### config.mk
export PLATFORM = sky130hd
export DESIGN_NAME = keccak_squeeze_stream
export DESIGN_NICKNAME = d
export VERILOG_FILES = /design/src/rtl/keccak_squeeze_stream.sv
export SDC_FILE = /design/constraint.sdc
export NUM_CORES = 2
export LEC_CHECK = 0
export BUFFER_PORTS_ARGS = -buffer_cell sky130_fd_sc_hd__buf_4
export CAP_MARGIN = 20
export CORE_AREA = 4 4 667 669
export CTS_BUF_LIST = sky130_fd_sc_hd__clkbuf_16
export CTS_CLUSTER_SIZE = 8
export DETAILED_ROUTE_END_ITERATION = 10
export DIE_AREA = 0 0 671 673
export SYNTH_ARGS = -nofsm -noshare
export SYNTH_HDL_FRONTEND = slang
export SYNTH_SLANG_ARGS = --single-unit
export TNS_END_PERCENT = 100
### constraint.sdc
create_clock -name clk -period 92.4 [get_ports clk]
set_input_delay 9.24 -clock clk [delete_from_list [all_inputs] [get_ports clk]]
set_output_delay 9.24 -clock clk [all_outputs]
set_load 0.01 [all_outputs]
### src/rtl/keccak_squeeze_stream.sv
// keccak_squeeze_stream: lane-serial squeeze engine for the Keccak sponge.
// A permuted 1600-bit state is captured whole, then the first `rate` lanes
// are streamed out as 64-bit words over valid/ready. When the rate is used
// up before the requested word count is reached, a fresh permuted state is
// requested from the permutation core and streaming resumes at lane 0.
module keccak_squeeze_stream #(
    parameter int LANE_W    = 64,
    parameter int NUM_LANES = 25
) (
    input  logic                        clk,
    input  logic                        rst_n,
    input  logic                        start,
    input  logic [4:0]                  rate_lanes,
    input  logic [15:0]                 num_words,
    input  logic [LANE_W*NUM_LANES-1:0] state_in,
    input  logic                        load_valid,
    output logic                        load_ready,
    output logic                        need_state,
    output logic [LANE_W-1:0]           out_data,
    output logic                        out_valid,
    input  logic                        out_ready,
    output logic                        out_last,
    output logic                        busy,
    output logic                        done
);

    // Largest legal rate (SHAKE128); also the fallback for illegal requests.
    localparam logic [4:0] MAX_RATE = 5'd21;

    typedef enum logic [1:0] {
        IDLE       = 2'd0,
        WAIT_STATE = 2'd1,
        STREAM     = 2'd2
    } state_t;

    state_t            state_reg, state_next;
    logic [4:0]        rate_reg, rate_next;
    logic [4:0]        lane_idx_reg, lane_idx_next;
    logic [15:0]       remaining_reg, remaining_next;
    logic              done_reg, done_next;
    logic              load_en;
    logic [4:0]        rate_eff;
    logic [LANE_W-1:0] lane_in  [NUM_LANES];
    logic [LANE_W-1:0] lane_reg [NUM_LANES];

    // Illegal rates (0 or above the SHAKE128 rate) are clamped to 21 lanes.
    assign rate_eff = ((rate_lanes == 5'd0) || (rate_lanes > MAX_RATE)) ? MAX_RATE : rate_lanes;

    // Slice the packed state into lanes; lane i lives at bits [i*LANE_W +: LANE_W].
    generate
        for (genvar gi = 0; gi < NUM_LANES; gi++) begin : g_lane_slice
            assign lane_in[gi] = state_in[gi*LANE_W +: LANE_W];
        end
    endgenerate

    // Next-state logic and handshake outputs of the squeeze controller.
    always_comb begin
        state_next     = state_reg;
        rate_next      = rate_reg;
        lane_idx_next  = lane_idx_reg;
        remaining_next = remaining_reg;
        done_next      = 1'b0;
        load_en        = 1'b0;
        load_ready     = 1'b0;
        need_state     = 1'b0;
        out_valid      = 1'b0;
        out_last       = 1'b0;
        case (state_reg)
            IDLE: begin
                if (start) begin
                    if (num_words != 16'd0) begin
                        rate_next      = rate_eff;
                        remaining_next = num_words;
                        lane_idx_next  = 5'd0;
                        state_next     = WAIT_STATE;
                    end else begin
                        // Empty request completes immediately without touching the core.
                        done_next = 1'b1;
                    end
                end
            end
            WAIT_STATE: begin
                load_ready = 1'b1;
                need_state = 1'b1;
                if (load_valid) begin
                    load_en       = 1'b1;
                    lane_idx_next = 5'd0;
                    state_next    = STREAM;
                end
            end
            STREAM: begin
                out_valid = 1'b1;
                out_last  = (remaining_reg == 16'd1);
                if (out_ready) begin
                    // remaining is at least 1 here, so the decrement cannot wrap.
                    remaining_next = remaining_reg - 16'd1;
                    if (remaining_reg == 16'd1) begin
                        state_next = IDLE;
                        done_next  = 1'b1;
                    end else if (lane_idx_reg == (rate_reg - 5'd1)) begin
                        // Rate exhausted: capacity lanes are never emitted.
                        lane_idx_next = 5'd0;
                        state_next    = WAIT_STATE;
                    end else begin
                        lane_idx_next = lane_idx_reg + 5'd1;
                    end
                end
            end
            default: begin
                state_next = IDLE;
            end
        endcase
    end

    // Controller registers: FSM state, captured parameters and the done pulse.
    always_ff @(posedge clk) begin
        if (!rst_n) begin
            state_reg     <= IDLE;
            rate_reg      <= 5'd0;
            lane_idx_reg  <= 5'd0;
            remaining_reg <= 16'd0;
            done_reg      <= 1'b0;
        end else begin
            state_reg     <= state_next;
            rate_reg      <= rate_next;
            lane_idx_reg  <= lane_idx_next;
            remaining_reg <= remaining_next;
            done_reg      <= done_next;
        end
    end

    // Lane register: the whole permuted state is captured on the load handshake.
    always_ff @(posedge clk) begin
        if (!rst_n) begin
            for (int i = 0; i < NUM_LANES; i++) begin
                lane_reg[i] <= '0;
            end
        end else if (load_en) begin
            for (int i = 0; i < NUM_LANES; i++) begin
                lane_reg[i] <= lane_in[i];
            end
        end
    end

    // Output word comes straight from the lane registers, never from state_in.
    assign out_data = lane_reg[lane_idx_reg];
    assign busy     = (state_reg != IDLE);
    assign done     = done_reg;

endmodule

* Word-level counts from Yosys, hierarchy flattened
Memories as Yosys holds them, arrays and structs flattened. A register that Yosys moved wholly into a read port is not among the register bits.
Index checks and enable logic that the tools add are counted.
** Cells by class
- Add/sub/neg operators :: 3
- $lt $le $gt $ge :: 1
- Equality and inequality tests :: 10
- Mux-type cells :: 60
- Bitwise logic cells :: 25
- Reduce and logical (&&, ||, !) cells :: 11
** Operators by type and width (count)
- $mux 64 :: 25
- $mux 16 :: 3
- $mux 5 :: 9
- $pmux 16 s2 :: 1
- $or 1x1->1 :: 25
- $eq 16x1->1 const B :: 1
- $reduce_bool 16->1 :: 1
- $sub 16x1->16 const B :: 1
- $pmux 5 s3 :: 1
- $mux 1 :: 13
- $mux 2 :: 6
- $ne 2x2->1 const B :: 5
- $pmux 2 s3 :: 1
- $reduce_and 6->1 :: 1
- $add 5x1->5 const B :: 1
- $eq 5x5->1 :: 1
- $gt 5x5->1 const B :: 1
- $logic_not 5->1 :: 1
- $reduce_and 5->1 :: 1
- $sub 5x1->5 const B :: 1
- $reduce_and 4->1 :: 1
- $reduce_bool 2->1 :: 2
- $ne 3x3->1 const B :: 1
- $reduce_and 3->1 :: 1
- other kinds (6) :: 6
** Word-level totals
- Register bits :: 29
- Memory bits (writable) :: 1600
- Input bits :: 1626
- Logic and storage cells :: 116
- Memories kept :: 1
** Memories
- lane_reg :: depth 25, bits a word 64, read ports 1, clocked after memory_dff 1, write ports 25, RTL line 44 : logic [LANE_W-1:0] lane_reg [NUM_LANES];

* Logic depth before layout (Yosys ltp)
- Depth in word-level cells :: 8
- Mapped depth :: 8
- Mapped depth without buffers :: 7

* Worst setup path after synthesis
OpenSTA, ideal clock, no wires.
- Kind :: input-to-reg
- From :: input rst_n
- To :: memory lane_reg[0][0], enable pin
- Data arrival time :: 35655 ps
- Required time :: 81554 ps
- Path slack :: 45899 ps
- Stages on the path :: 4
- Buffers on the path :: 3
- Cells stage by stage :: clkbuf_1 > clkbuf_1 > clkbuf_1 > nand2_1
** RTL lines
- start, declared :: RTL line 11 : input logic rst_n,
- end, declared :: RTL line 44

==> impl_summary.log <==
[metrics] complex-gate fraction of the synthesized area: 0.642%
[metrics] transition at the pin with the smallest max-transition slack: 1170 ps
[metrics] number of warning messages in the yosys log: 0
[metrics] max-capacitance violation count: 0
[metrics] Simple-Gate Fraction of Synth Area: 14.2%
[metrics] critical path's largest stage delay: 900 ps
[metrics] kind of end point of the critical path: output pin
[metrics] instance count of the mapped netlist: 4522
[metrics] worst max-slew margin expressed relative to the limit: 22.3%
[metrics] xor and xnor fraction of the mapped netlist area: 0.0822%
[metrics] Detailed Routing Iterations Pass 1: 5
[metrics] Die Span X: 671 um
[metrics] clk buf depth: 4
[metrics] depth of the worst register-to-register path: 10
[metrics] Synth top cells by count: edfxtp_1 (1600), and3_1 (1154), and2_1 (450)
[metrics] fraction of synthesis flops using an asynchronous set or reset pin: 0%
[metrics] residual antenna-violating net count after detailed routing: 0
[metrics] global-route total usage across every layer: 15.9%
[metrics] setup tns final: 0 ps
[metrics] sequential fraction of the synthesis area: 65.3%
[metrics] maximum clock rate: 0.0623 GHz
[metrics] Final period util: 17.4%
[metrics] power density cells: 19.3 nW/um2
[metrics] number of pins exceeding their max-slew limit in the final report: 0
[metrics] Root Buffer: clkbuf_16
[metrics] wire length of the first global-routing pass: 485000 um
[metrics] Worst Path Max Fanout: 50
[metrics] Hold Crit Class: register to register
[metrics] effective utilization at floorplan: 17.0%
[metrics] post-synth design cell area: 74600 um2
[metrics] initial drt markers: 6480
[metrics] die boundary height: 673 um
[metrics] Area contributors post-synth: edfxtp_1 (64%), mux4_2 (11%), and3_1 (9.7%)
[metrics] TritonCTS clock tree: yes
[metrics] final number of setup-violating endpoints: 0
[metrics] die footprint: 452000 um2
[metrics] placeable core area: 438000 um2
[metrics] number of top-level pins: 1696
[metrics] library cells used by synthesis: 63
[metrics] register clock-pin slew on the reported worst setup and hold paths: 50 ps
[metrics] clock sink count: 1634
[metrics] TritonCTS Buffers: 232
[metrics] latest clock arrival within the worst-skew pair: 940 ps
[metrics] Final min period: 16060 ps
[metrics] Post CTS Setup Buffer Count: 0
[metrics] ordered list of cells on the worst path: buf_4 > buf_4 > buf_4 > buf_4 > mux4_1 > mux2_2 > mux4_2 > buf_4
[metrics] DRC viols: 0
[metrics] vias in the first global route: 50219
[metrics] CTS-repair resized insts: 0
[metrics] Worst IR Drop VDD: 17.2 uV
[metrics] post-layout instance count excluding filler cells: 12150
[metrics] tightest hold margin: 480 ps
[metrics] HPWL after DPL: 301000 um
[metrics] wire per inst: 31.2 um
[metrics] setup repair after global routing missed its margin: false
[metrics] number of enable flip-flop cells after synthesis: 1600
[metrics] depth of the CTS H-tree: 4
[metrics] pin count of the biggest net entering global routing: 279
[metrics] num rows: 243
[metrics] clock skew after layout: 87.1 ps
[metrics] vias post-DR: 51485
[metrics] detailed-route wire length: 379000 um
[metrics] Synth-to-Final Area Change: 34.1%
[metrics] status: complete, no violations
[metrics] layout cells sized above 1: 42.0%
[metrics] Largest register FFs: 1600
[metrics] fraction of post-synthesis cell area in the top cell type by area: 64.4%
[metrics] net count reported at finish: 7715
[metrics] startpoint types: register
[metrics] Crit-path slowest cell: buf_4
[metrics] adder and majority cell fraction of the synthesized area: 0.0671%
[metrics] most common flop cell mapped by yosys: edfxtp_1
[metrics] signal arrival time at the worst endpoint: 6820 ps
[metrics] number of storage elements in the synthesis netlist: 1634
[metrics] hold path depth: 2
[metrics] grt total ovfl: 0
[metrics] largest family of logic cells by synthesized area: multiplexers
[metrics] number of buffers added to fix hold violations after cts: 0
[metrics] number of placed cells counting well taps: 11730
[metrics] leakage power: 0.0408 uW
[metrics] Most common cell on crit path: buf_4
[metrics] gp weighted congestion: 1.02
[metrics] cell accounting for the most synthesized area: edfxtp_1
[metrics] count of final hold-check violations: 0
[metrics] multiplexer share of the synthesized area: 16.9%
[metrics] Required @ worst endpoint: 83160 ps
[metrics] critical path start-end classification: register to output pin
[metrics] total of buffers placed on input and output ports: 1695
[metrics] most repeated cell in the gate-level netlist after synthesis: edfxtp_1
[metrics] Synth Net Count: 6152
[metrics] via density per instance: 4.24
[metrics] antenna violations before repair: 265
[metrics] synthesized area divided by synthesized cell count: 16.5 um2
-- final timing paths --
check | from | to | slack [ps]
min | rate_reg[1]$_SDFFE_PN0P_ | rate_reg[1]$_SDFFE_PN0P_ | 480
min reg2reg | rate_reg[1]$_SDFFE_PN0P_ | rate_reg[1]$_SDFFE_PN0P_ | 480
max | register | out_data[26] | 76340
max reg2reg | state_reg[1]$_SDFFE_PN0P_ | lane_reg[2][31]$_SDFFCE_PN0P_ | 86130
-- cells by family (layout without fill, tap and decap cells) --
logic type | count (synthesis) | in the layout
AO/OA/AOI/OAI | 73 | 73
XOR/XNOR | 7 | 7
adder cells (fa/ha/maj) | 4 | 4
buffers and inverters | 450 | 2072
flip-flops | 1634 | 1634
multiplexers | 642 | 642
other | 0 | 126
AND/OR/NAND/NOR | 1712 | 1712
-- cells in the final DEF (no fill, tap or decap), types with 6 or more instances in the layout --
master | Yosys | final
a21oi_1 | 24 | 24
and2_1 | 450 | 449
and3_1 | 1154 | 1154
buf_12 | 2 | 9
buf_4 | 1 | 1756
clkbuf_16 | 0 | 236
clkinv_1 | 0 | 8
dfxtp_1 | 34 | 29
diode_2 | 0 | 126
edfxtp_1 | 1600 | 1600
inv_1 | 11 | 46
mux2_2 | 192 | 192
mux4_1 | 95 | 95
mux4_2 | 353 | 353
nand2_1 | 33 | 32
nand3_1 | 6 | 6
nor2_1 | 18 | 18
nor3_1 | 6 | 6
nor4_1 | 8 | 8
o21ai_0 | 14 | 14
or4_1 | 7 | 7
-- through the flow --
stage	instance area, um2	setup slack (ps)	power [uW]	utilization, %
2_1_floorplan	74600	45900	1140	-
3_3_place_gp	93400	77110	1170	21.3
3_5_place_dp	93400	77000	1170	21.3
4_1_cts	99700	75980	1950	22.8
5_1_grt	100000	75750	2000	22.8
6_report	100000	76340	1930	22.8
-- final cells by class --
cell class,instances,area (um2)
antenna,126,315
sequential,1634,48700
clock buffer,236,5910
clock inverter,57,393
tap,5880,7360
inverter,11,41.3
timing repair buffer,1768,13400
fill,45943,338000
multi-input combinational,2438,23900
-- layer usage --
metal	vias up	wire length, um	share of wire (%)	track usage, %
met5	-	529	0.14	0
met4	78	18200	4.8	7.82
met3	728	34200	9.0	4.66
met2	2962	180000	47	25.5
met1	26587	146000	39	19.5
li1	21130	-	-	-
-- worst max-delay path, delay by kind of cell, from the launching register on --
family	cells	cell delay, ps
flip-flops	1	760
multiplexers	3	1570
buffers and inverters	5	3300
-- power by group --
part / leakage [uW] / switching (uW) / internal, uW
Clock: 0.00321 / 321 / 453
Combinational: 0.0207 / 121 / 108
Sequential: 0.0169 / 33.8 / 894
Total: 0.0408 / 476 / 1450
Power figures use the tool's default switching activity.
